File: config.mk
export PLATFORM = sky130hd
export DESIGN_NAME = usart_receive
export DESIGN_NICKNAME = d
export VERILOG_FILES = /design/src/rtl/usart_receive.sv
export SDC_FILE = /design/constraint.sdc
export NUM_CORES = 1
export LEC_CHECK = 0
export CAP_MARGIN = 40
export CORE_MARGIN = 2
export CORE_UTILIZATION = 57
export CTS_BUF_LIST = sky130_fd_sc_hd__clkbuf_4
export DETAILED_ROUTE_END_ITERATION = 10
export GPL_TIMING_DRIVEN = 1
export PLACE_DENSITY = 0.78
export SETUP_SLACK_MARGIN = 0.2
export SLEW_MARGIN = 20
export SYNTH_ARGS = -nofsm -noshare
export SYNTH_HDL_FRONTEND = slang
export SYNTH_SLANG_ARGS = --single-unit
File: constraint.sdc
create_clock -name CLOCK_50M -period 2 [get_ports CLOCK_50M]
set_input_delay 0.3 -clock CLOCK_50M [delete_from_list [all_inputs] [get_ports CLOCK_50M]]
set_output_delay 0.3 -clock CLOCK_50M [all_outputs]
set_load 0.01 [all_outputs]
File: src/rtl/usart_receive.sv
// ---------------------------------------------------------------------------
// usart_receive
//   8N1 serial receiver with a framed-packet parser on top.
//   Frame format: 0xA5, N (1..MAX_LEN), N payload bytes, checksum, where the
//   checksum is (N + sum of payload) mod 256.
//
// Parameters
//   CLK_FREQ     system clock frequency in Hz
//   BAUD         serial bit rate
//   MAX_LEN      largest accepted payload length in bytes
//   TIMEOUT_BITS idle bit-times allowed between bytes inside a frame
//
// Ports
//   CLOCK_50M       in   system clock, rising edge
//   RST_n           in   asynchronous active-low reset
//   Rx_Pin          in   asynchronous serial line, idle high, LSB first
//   Data[7:0]       out  current payload byte, held until the next Data_Valid
//   Data_Valid      out  one-cycle strobe per payload byte
//   Frame_Start_Sig out  one-cycle strobe when header and length are accepted
//   Frame_Done_Sig  out  one-cycle strobe when the checksum matches
//   Frame_Err       out  one-cycle strobe on a frame, line or timeout error
// ---------------------------------------------------------------------------
module usart_receive #(
    parameter int unsigned CLK_FREQ     = 50_000_000,
    parameter int unsigned BAUD         = 115200,
    parameter int unsigned MAX_LEN      = 16,
    parameter int unsigned TIMEOUT_BITS = 100
) (
    input  logic       CLOCK_50M,
    input  logic       RST_n,
    input  logic       Rx_Pin,
    output logic [7:0] Data,
    output logic       Data_Valid,
    output logic       Frame_Start_Sig,
    output logic       Frame_Done_Sig,
    output logic       Frame_Err
);

    localparam int unsigned BIT_CNT  = CLK_FREQ / BAUD;
    localparam int unsigned HALF_CNT = BIT_CNT / 2;
    localparam int unsigned TMO_CNT  = TIMEOUT_BITS * BIT_CNT;
    localparam int unsigned CNT_W    = $clog2(BIT_CNT + 1);
    localparam int unsigned TMO_W    = $clog2(TMO_CNT + 1);

    localparam logic [CNT_W-1:0] BIT_LAST  = CNT_W'(BIT_CNT - 1);
    localparam logic [CNT_W-1:0] HALF_LAST = CNT_W'(HALF_CNT - 1);
    localparam logic [TMO_W-1:0] TMO_LAST  = TMO_W'(TMO_CNT - 1);
    localparam logic [TMO_W-1:0] TMO_MAX   = TMO_W'(TMO_CNT);
    localparam logic [7:0]       LEN_MAX   = 8'(MAX_LEN);
    localparam logic [7:0]       HEADER    = 8'hA5;

    typedef enum logic [1:0] {B_IDLE, B_START, B_DATA, B_STOP} bit_state_t;
    typedef enum logic [1:0] {F_HUNT, F_LEN, F_PAYLOAD, F_CSUM} frame_state_t;

    // -----------------------------------------------------------------------
    // Input synchroniser; rx_prev is the previous synchronised value used for
    // start-edge detection.
    // -----------------------------------------------------------------------
    logic rx_meta;
    logic rx;
    logic rx_prev;

    always_ff @(posedge CLOCK_50M or negedge RST_n) begin
        if (!RST_n) begin
            rx_meta <= 1'b1;
            rx      <= 1'b1;
            rx_prev <= 1'b1;
        end else begin
            rx_meta <= Rx_Pin;
            rx      <= rx_meta;
            rx_prev <= rx;
        end
    end

    // -----------------------------------------------------------------------
    // Bit-level FSM
    // -----------------------------------------------------------------------
    bit_state_t       bit_state;
    logic [CNT_W-1:0] bit_timer;
    logic [2:0]       bit_idx;
    logic [7:0]       shift_reg;

    always_ff @(posedge CLOCK_50M or negedge RST_n) begin
        if (!RST_n) begin
            bit_state <= B_IDLE;
            bit_timer <= '0;
            bit_idx   <= '0;
            shift_reg <= '0;
        end else begin
            case (bit_state)
                B_IDLE: begin
                    if (rx_prev && !rx) begin
                        bit_state <= B_START;
                        bit_timer <= '0;
                    end
                end
                B_START: begin
                    // Mid-start-bit check: a line already back high was a glitch.
                    if (bit_timer == HALF_LAST) begin
                        bit_timer <= '0;
                        bit_idx   <= '0;
                        bit_state <= rx ? B_IDLE : B_DATA;
                    end else begin
                        bit_timer <= bit_timer + 1'b1;
                    end
                end
                B_DATA: begin
                    if (bit_timer == BIT_LAST) begin
                        bit_timer <= '0;
                        shift_reg <= {rx, shift_reg[7:1]};
                        bit_idx   <= bit_idx + 1'b1;
                        if (bit_idx == 3'd7) begin
                            bit_state <= B_STOP;
                        end
                    end else begin
                        bit_timer <= bit_timer + 1'b1;
                    end
                end
                B_STOP: begin
                    if (bit_timer == BIT_LAST) begin
                        bit_timer <= '0;
                        bit_state <= B_IDLE;
                    end else begin
                        bit_timer <= bit_timer + 1'b1;
                    end
                end
                default: bit_state <= B_IDLE;
            endcase
        end
    end

    // Stop-bit sample cycle results; shift_reg holds the byte during it.
    logic byte_ok;
    logic line_err;

    always_comb begin
        byte_ok  = 1'b0;
        line_err = 1'b0;
        if (bit_state == B_STOP && bit_timer == BIT_LAST) begin
            byte_ok  = rx;
            line_err = !rx;
        end
    end

    // -----------------------------------------------------------------------
    // Frame FSM with registered strobes
    // -----------------------------------------------------------------------
    frame_state_t     frame_state;
    logic [7:0]       frame_len;
    logic [7:0]       byte_cnt;
    logic [7:0]       csum;
    logic [TMO_W-1:0] idle_timer;
    logic             timed_out;

    assign timed_out = !byte_ok && (idle_timer == TMO_LAST);

    always_ff @(posedge CLOCK_50M or negedge RST_n) begin
        if (!RST_n) begin
            frame_state     <= F_HUNT;
            frame_len       <= '0;
            byte_cnt        <= '0;
            csum            <= '0;
            idle_timer      <= '0;
            Data            <= '0;
            Data_Valid      <= 1'b0;
            Frame_Start_Sig <= 1'b0;
            Frame_Done_Sig  <= 1'b0;
            Frame_Err       <= 1'b0;
        end else begin
            Data_Valid      <= 1'b0;
            Frame_Start_Sig <= 1'b0;
            Frame_Done_Sig  <= 1'b0;
            Frame_Err       <= 1'b0;

            // Inter-byte timer only runs inside a frame; saturates at its limit.
            if (frame_state == F_HUNT || byte_ok) begin
                idle_timer <= '0;
            end else if (idle_timer != TMO_MAX) begin
                idle_timer <= idle_timer + 1'b1;
            end

            if (frame_state != F_HUNT && (line_err || timed_out)) begin
                Frame_Err   <= 1'b1;
                frame_state <= F_HUNT;
            end else if (byte_ok) begin
                case (frame_state)
                    F_HUNT: begin
                        if (shift_reg == HEADER) begin
                            frame_state <= F_LEN;
                        end
                    end
                    F_LEN: begin
                        if (shift_reg != 8'd0 && shift_reg <= LEN_MAX) begin
                            frame_len       <= shift_reg;
                            csum            <= shift_reg;
                            byte_cnt        <= '0;
                            Frame_Start_Sig <= 1'b1;
                            frame_state     <= F_PAYLOAD;
                        end else begin
                            Frame_Err   <= 1'b1;
                            frame_state <= F_HUNT;
                        end
                    end
                    F_PAYLOAD: begin
                        Data       <= shift_reg;
                        Data_Valid <= 1'b1;
                        csum       <= csum + shift_reg;
                        byte_cnt   <= byte_cnt + 8'd1;
                        if (byte_cnt + 8'd1 == frame_len) begin
                            frame_state <= F_CSUM;
                        end
                    end
                    F_CSUM: begin
                        if (shift_reg == csum) begin
                            Frame_Done_Sig <= 1'b1;
                        end else begin
                            Frame_Err <= 1'b1;
                        end
                        frame_state <= F_HUNT;
                    end
                    default: frame_state <= F_HUNT;
                endcase
            end
        end
    end

endmodule

# Yosys cells after proc, flatten, opt, wreduce, memory -nomap -nowiden
# Index checks and enable logic that the tools add are counted.
# word_totals
output_inout_bits	12
ff_bits	79
elab_cells	115
# op_classes
magnitude_cmp	1
mux	44
reduce_logical	25
n_eq_ne	22
bitwise_logic	1
addsub	5
# ops
operator	count
16-bit two-way mux	2
8-bit case mux with 2 select lines	2
9-bit two-way mux	3
9-bit case mux with 3 select lines	1
2-bit two-way mux	11
1-bit two-way mux	17
16-bit by 1-bit adder with 16-bit output, second input constant	1
16-bit == test, second input constant	1
8-bit == test	2
8-bit two-way mux	2
16-bit inequality test, second input constant	1
2-bit case mux with 4 select lines	2
2-bit inequality test, second input constant	6
2-bit nonzero test	5
9-bit by 1-bit adder with 9-bit output, second input constant	1
9-bit by 8-bit == test with 1-bit output, second input constant	1
9-bit == test, second input constant	1
3-bit AND reduction	3
8-bit by 1-bit adder with 8-bit output, second input constant	1
8-bit adder	1
2-bit == test, second input constant	4
8-bit == test, second input constant	1
8-bit by 5-bit <= comparator with 1-bit output, second input constant	1
4-bit AND reduction	2
17 further kinds	26

# Depth between registers and ports, before layout
# logic_depth
word_depth	9
mapped_depth	8
ltp_nobuf	8

# Worst setup path before layout
# OpenSTA, ideal clock, no wires.
# synth_timing
path_kind	reg-to-reg
start	register bit_timer[1]
end	register frame_len[0]
setup_slack_ns	-0.067
stages_incl_launch_ff	8
path_buffers	0
synth_period_minus_slack_ns	2.067
arrival_time_ns	1.940
path_cell_list	dfrtp_1 > inv_1 > ha_1 > and4bb_1 > or3b_1 > nor3_4 > nand3_2 > mux2_1
# synth_via
elab_chain_cells	9
elab_cells_between_ends	10
classes_between	eq/ne (1); mux (2); bitwise (1); reduce/logical (6)
# synth_lines
element	line_no	text
from (decl)	79	logic [CNT_W-1:0] bit_timer;
from (signal assigned)	104	bit_timer <= bit_timer + 1'b1;
from (signal assigned)	116	bit_timer <= bit_timer + 1'b1;
from (signal assigned)	124	bit_timer <= bit_timer + 1'b1;
9-bit == test (*)	139	if (bit_state == B_STOP && bit_timer == BIT_LAST) begin
1-bit logical AND (*)	139	
1-bit two-way mux	139	
1-bit zero test	155	assign timed_out = !byte_ok && (idle_timer == TMO_LAST);
1-bit logical AND	155	
1-bit logical OR	182	if (frame_state != F_HUNT && (line_err || timed_out)) begin
1-bit logical AND	182	
1-bit NOT (no source line)	-	
4-bit AND reduction (no source line) (*)	-	
to (signal assigned)	194	frame_len <= shift_reg;
to (decl)	149	logic [7:0] frame_len;
# Every way passes the cells marked *; elsewhere a longest branch is shown, timed or not.
# A chain may end at the register's enable or synchronous reset.

# Final worst setup path
# layout_timing
start	register bit_timer[1]
end	register byte_cnt[6]
# layout_via
elab_chain_cells	9
elab_cells_between_ends	10
classes_between	eq/ne (1); mux (2); bitwise (1); reduce/logical (6)
# layout_lines
element	line_no	text
9-bit == test (*)	139	
1-bit logical AND (*)	139	
1-bit two-way mux	139	
1-bit zero test	155	
1-bit logical AND	155	
1-bit logical OR	182	
1-bit logical AND	182	
1-bit NOT (no source line)	-	
4-bit AND reduction (no source line) (*)	-	
to (signal assigned)	208	byte_cnt <= byte_cnt + 8'd1;
to (decl)	150	logic [7:0] byte_cnt;
# Marked as above.

==> impl_metrics.tcl <==
set metrics [dict create \
    power_density_nw_per_um2 601.8 \
    skew_ps 38.15 \
    multi_input_area_sq_um 2515 \
    die-area_sq_um 7993 \
    synthFlopType "dfrtp_1" \
    core.rowCount 31 \
    finalMaxSlewViolations 0 \
    place_inst 539 \
    worstMarginPinSlew_ps 539.1 \
    rr_worst_depth 8 \
    path_clk_slew_ps 130 \
    ant_nets 0 \
    clkLatencyLatePin_ps 460 \
    crit_family "simple AND/OR/NAND/NOR gates" \
    cts_made_buffers 9 \
    gp_congestion 0.8894 \
    final.setup.tns_ps -536.1 \
    post_synth.cell_area_avg_sq_um 10.34 \
    final-setup-viol-count 17 \
    io_pins 15 \
    synth_area_sq_um 4158 \
    synthDistinctLibCells 56 \
    synth_top_family_by_area "simple AND/OR/NAND/NOR gates" \
    fp.dieH_microns 89.41 \
    start_kind "flip-flop" \
    grt_start_max_net_pins 41 \
    max_freq_mhz 483.7 \
    slowest_stage "dfrtp_1" \
    synth-seq-cells 79 \
    crit_type "flip-flop to flip-flop" \
    ys_top_cells_by_count "dfrtp_1 (76), nor2_1 (34), nand2_1 (31)" \
    cts_max_path_buffers 2 \
    cp.arrival_ps 2400 \
    largest_reg_flops 16 \
    routedWlPerCell_microns 19.47 \
    finalHoldViolCount 0 \
    reg_top3 "idle_timer: 16 flops, bit_timer: 9 flops" \
    hold_class "primary input to flip-flop" \
    h-tree-depth 3 \
    postSynth.asyncResetShare_pct 100.0 \
    via_per_inst 6.139 \
    rrSetupSlack_ps -70 \
    drc 0 \
    first_iter_violations 211 \
    synth_mux_area_share_pct 9.178 \
    violations "negative setup slack" \
    grt_pass1_vias 3314 \
    worst-path-stages 8 \
    cp_data_required_time_ps 2330 \
    yosysMostFrequentCell "dfrtp_1" \
    syn-num-nets 421 \
    min_path_cells 1 \
    fp.dieW_microns 89.41 \
    drive_gt1_share_pct 34.97 \
    largest-register "idle_timer" \
    cp_max_fo 7 \
    ys_warn_count 0 \
    dr_total_vias 3610 \
    critPathLaunch "bit_timer[1]$_DFFE_PN0P_" \
    n_fill_cell 410 \
    yosysTopAreaCellShare_pct 45.74 \
    period_share_pct 103.4 \
    yosys-top-cells-area "dfrtp_1 (46%), mux2_2 (5.4%), ha_1 (4.5%)" \
    min_period_ps 2067 \
    cp-end-kind "flip-flop" \
    cts-root-buf "clkbuf_4" \
    yosysTopAreaCell "dfrtp_1" \
    stdcell_count 588 \
    track_usage_pct 26.33 \
    num_antenna_cells 0 \
    status "finished, violations left" \
    cts_tree "done" \
    synth-compound-area-share_pct 10.71 \
    rsz0062_at_grt "yes" \
    synth_edf_count 0 \
    max_cap_violations 0 \
    grt_first_pass_wirelength_mm 15.88 \
    first_pass_iters 5 \
    regArea_sq_um 1987 \
    vdd.ir_drop.worst_mv 0.5969 \
    grt_overflow_total 0 \
    syn_to_final_growth_pct 35.84 \
    r2r-end "byte_cnt[6]$_DFFE_PN0P_" \
    antenna_found_initial 0 \
    start_util_pct 57.94 \
    synthXorXnorAreaFrac_pct 6.320 \
    cp_cell_sequence "inv_2 > ha_4 > and4bb_1 > or3b_4 > nor3_4 > buf_6 > nand2b_4 > a211o_1" \
    dp_hpwl_mm 6.407 \
    slowest_delay_ps 420 \
    cp_num_buf_inv 2 \
    core_sq_um 7176 \
    synth_fa_ha_area_share_pct 4.995 \
    nNetsFinal 503 \
    synth_cells 402 \
    ys_seq_area_share_pct 47.64 \
    worstSetupEndpoint "byte_cnt[6]$_DFFE_PN0P_" \
    yosys.area_share.simple_pct 18.42 \
    setup_ws_ps -67.29 \
    portBuffers 14 \
    slew_headroom_pct 64.06 \
    cts.sinks 79 \
    p_leak_nw 2.495 \
    postRouteWirelength_mm 11.45 \
    reg2reg_from "bit_timer[1]$_DFFE_PN0P_" \
]
-- layout by cell type, fill, tap and decap left out, types with 5 or more instances in the layout --
cell and count:
mux2_4 25, a21oi_2 6, dfrtp_1 71, buf_4 49, nand2_1 28, ha_1 7, ha_4 8, xnor2_1 18
clkdlybuf4s50_1 13, buf_6 13, clkbuf_4 9, nor4_1 5, nand3_1 17, nor3_1 11, a31oi_1 5, a21o_1 5
and3_1 8, nor2_1 32, o21ai_0 6, xor2_1 12, dfrtp_2 5, inv_1 17, mux2i_1 10, a22o_1 5
a21oi_1 6
-- how the worst min path moves through the flow --
| stage | from | endpoint | slack (ps) |
|---|---|---|---|
| 4_1_cts | Rx_Pin | rx_meta$_DFF_PN1_ | 250 |
| 2_1_floorplan | RST_n | Data[0]$_DFFE_PN0P_ | 4 |
| 3_3_place_gp | RST_n | Frame_Start_Sig$_DFF_PN0_ | 310 |
| 5_1_grt | Rx_Pin | rx_meta$_DFF_PN1_ | 250 |
| 6_report | Rx_Pin | rx_meta$_DFF_PN1_ | 260 |
| 3_5_place_dp | RST_n | byte_cnt[4]$_DFFE_PN0P_ | 320 |
-- metrics by stage --
stage / utilization, % / power, mW / cell area [sq um] / hold slack, ps / worst slack, ps
6_report: 78.71 / 3.399 / 5648 / 262.3 / -67.29
5_1_grt: 78.71 / 3.520 / 5648 / 253.2 / -135.8
4_1_cts: 75.27 / 3.359 / 5401 / 247.5 / -34.15
3_5_place_dp: 66.42 / 2.091 / 4766 / 317.6 / -96.11
3_3_place_gp: 66.42 / 2.077 / 4766 / 308.1 / -20.50
2_1_floorplan: - / 1.918 / 4267 / 4.409 / 38.67
-- cells by family after synthesis --
| logic type | after synthesis |
|---|---|
| buffers and inverters | 30 |
| XOR/XNOR | 30 |
| AO/OA/AOI/OAI | 68 |
| AND/OR/NAND/NOR | 144 |
| flip-flops | 79 |
| multiplexers | 35 |
| adder cells (fa/ha/maj) | 16 |
-- layer usage --
metal  GRT usage (%)  vias to the layer above  share of wire, %
met4           12.48                        0               3.4
li1                -                     1606                 -
met1           31.36                     1813                39
met3           5.171                       51               5.3
met2           45.66                      140                53
met5               0                        -                 0
-- report_power, final --
part	total, mW	internal (mW)	switching [mW]
logic	0.416	0.222	0.194
registers	1.72	1.67	0.0565
clock network	1.26	0.637	0.622
total	3.40	2.53	0.872
-- repair_timing --
item,4_1_cts,5_1_grt
hold buffers,1,0
gates cloned,2,0
setup endpoints to repair,52,73
gates resized for setup,51,49
hold endpoints to repair,38,0
pin swaps,23,14
buffers inserted,25,5
-- area by class of cell --
class	count	share of cell area, %
clock buffers	9	1.196
clock inverters	7	2.149
inverters	19	1.263
multi-input cells	293	44.53
flip-flops and latches	79	35.18
well taps	99	2.193
repair buffers	82	13.49
No activity file was read; power rests on OpenSTA's default activity.
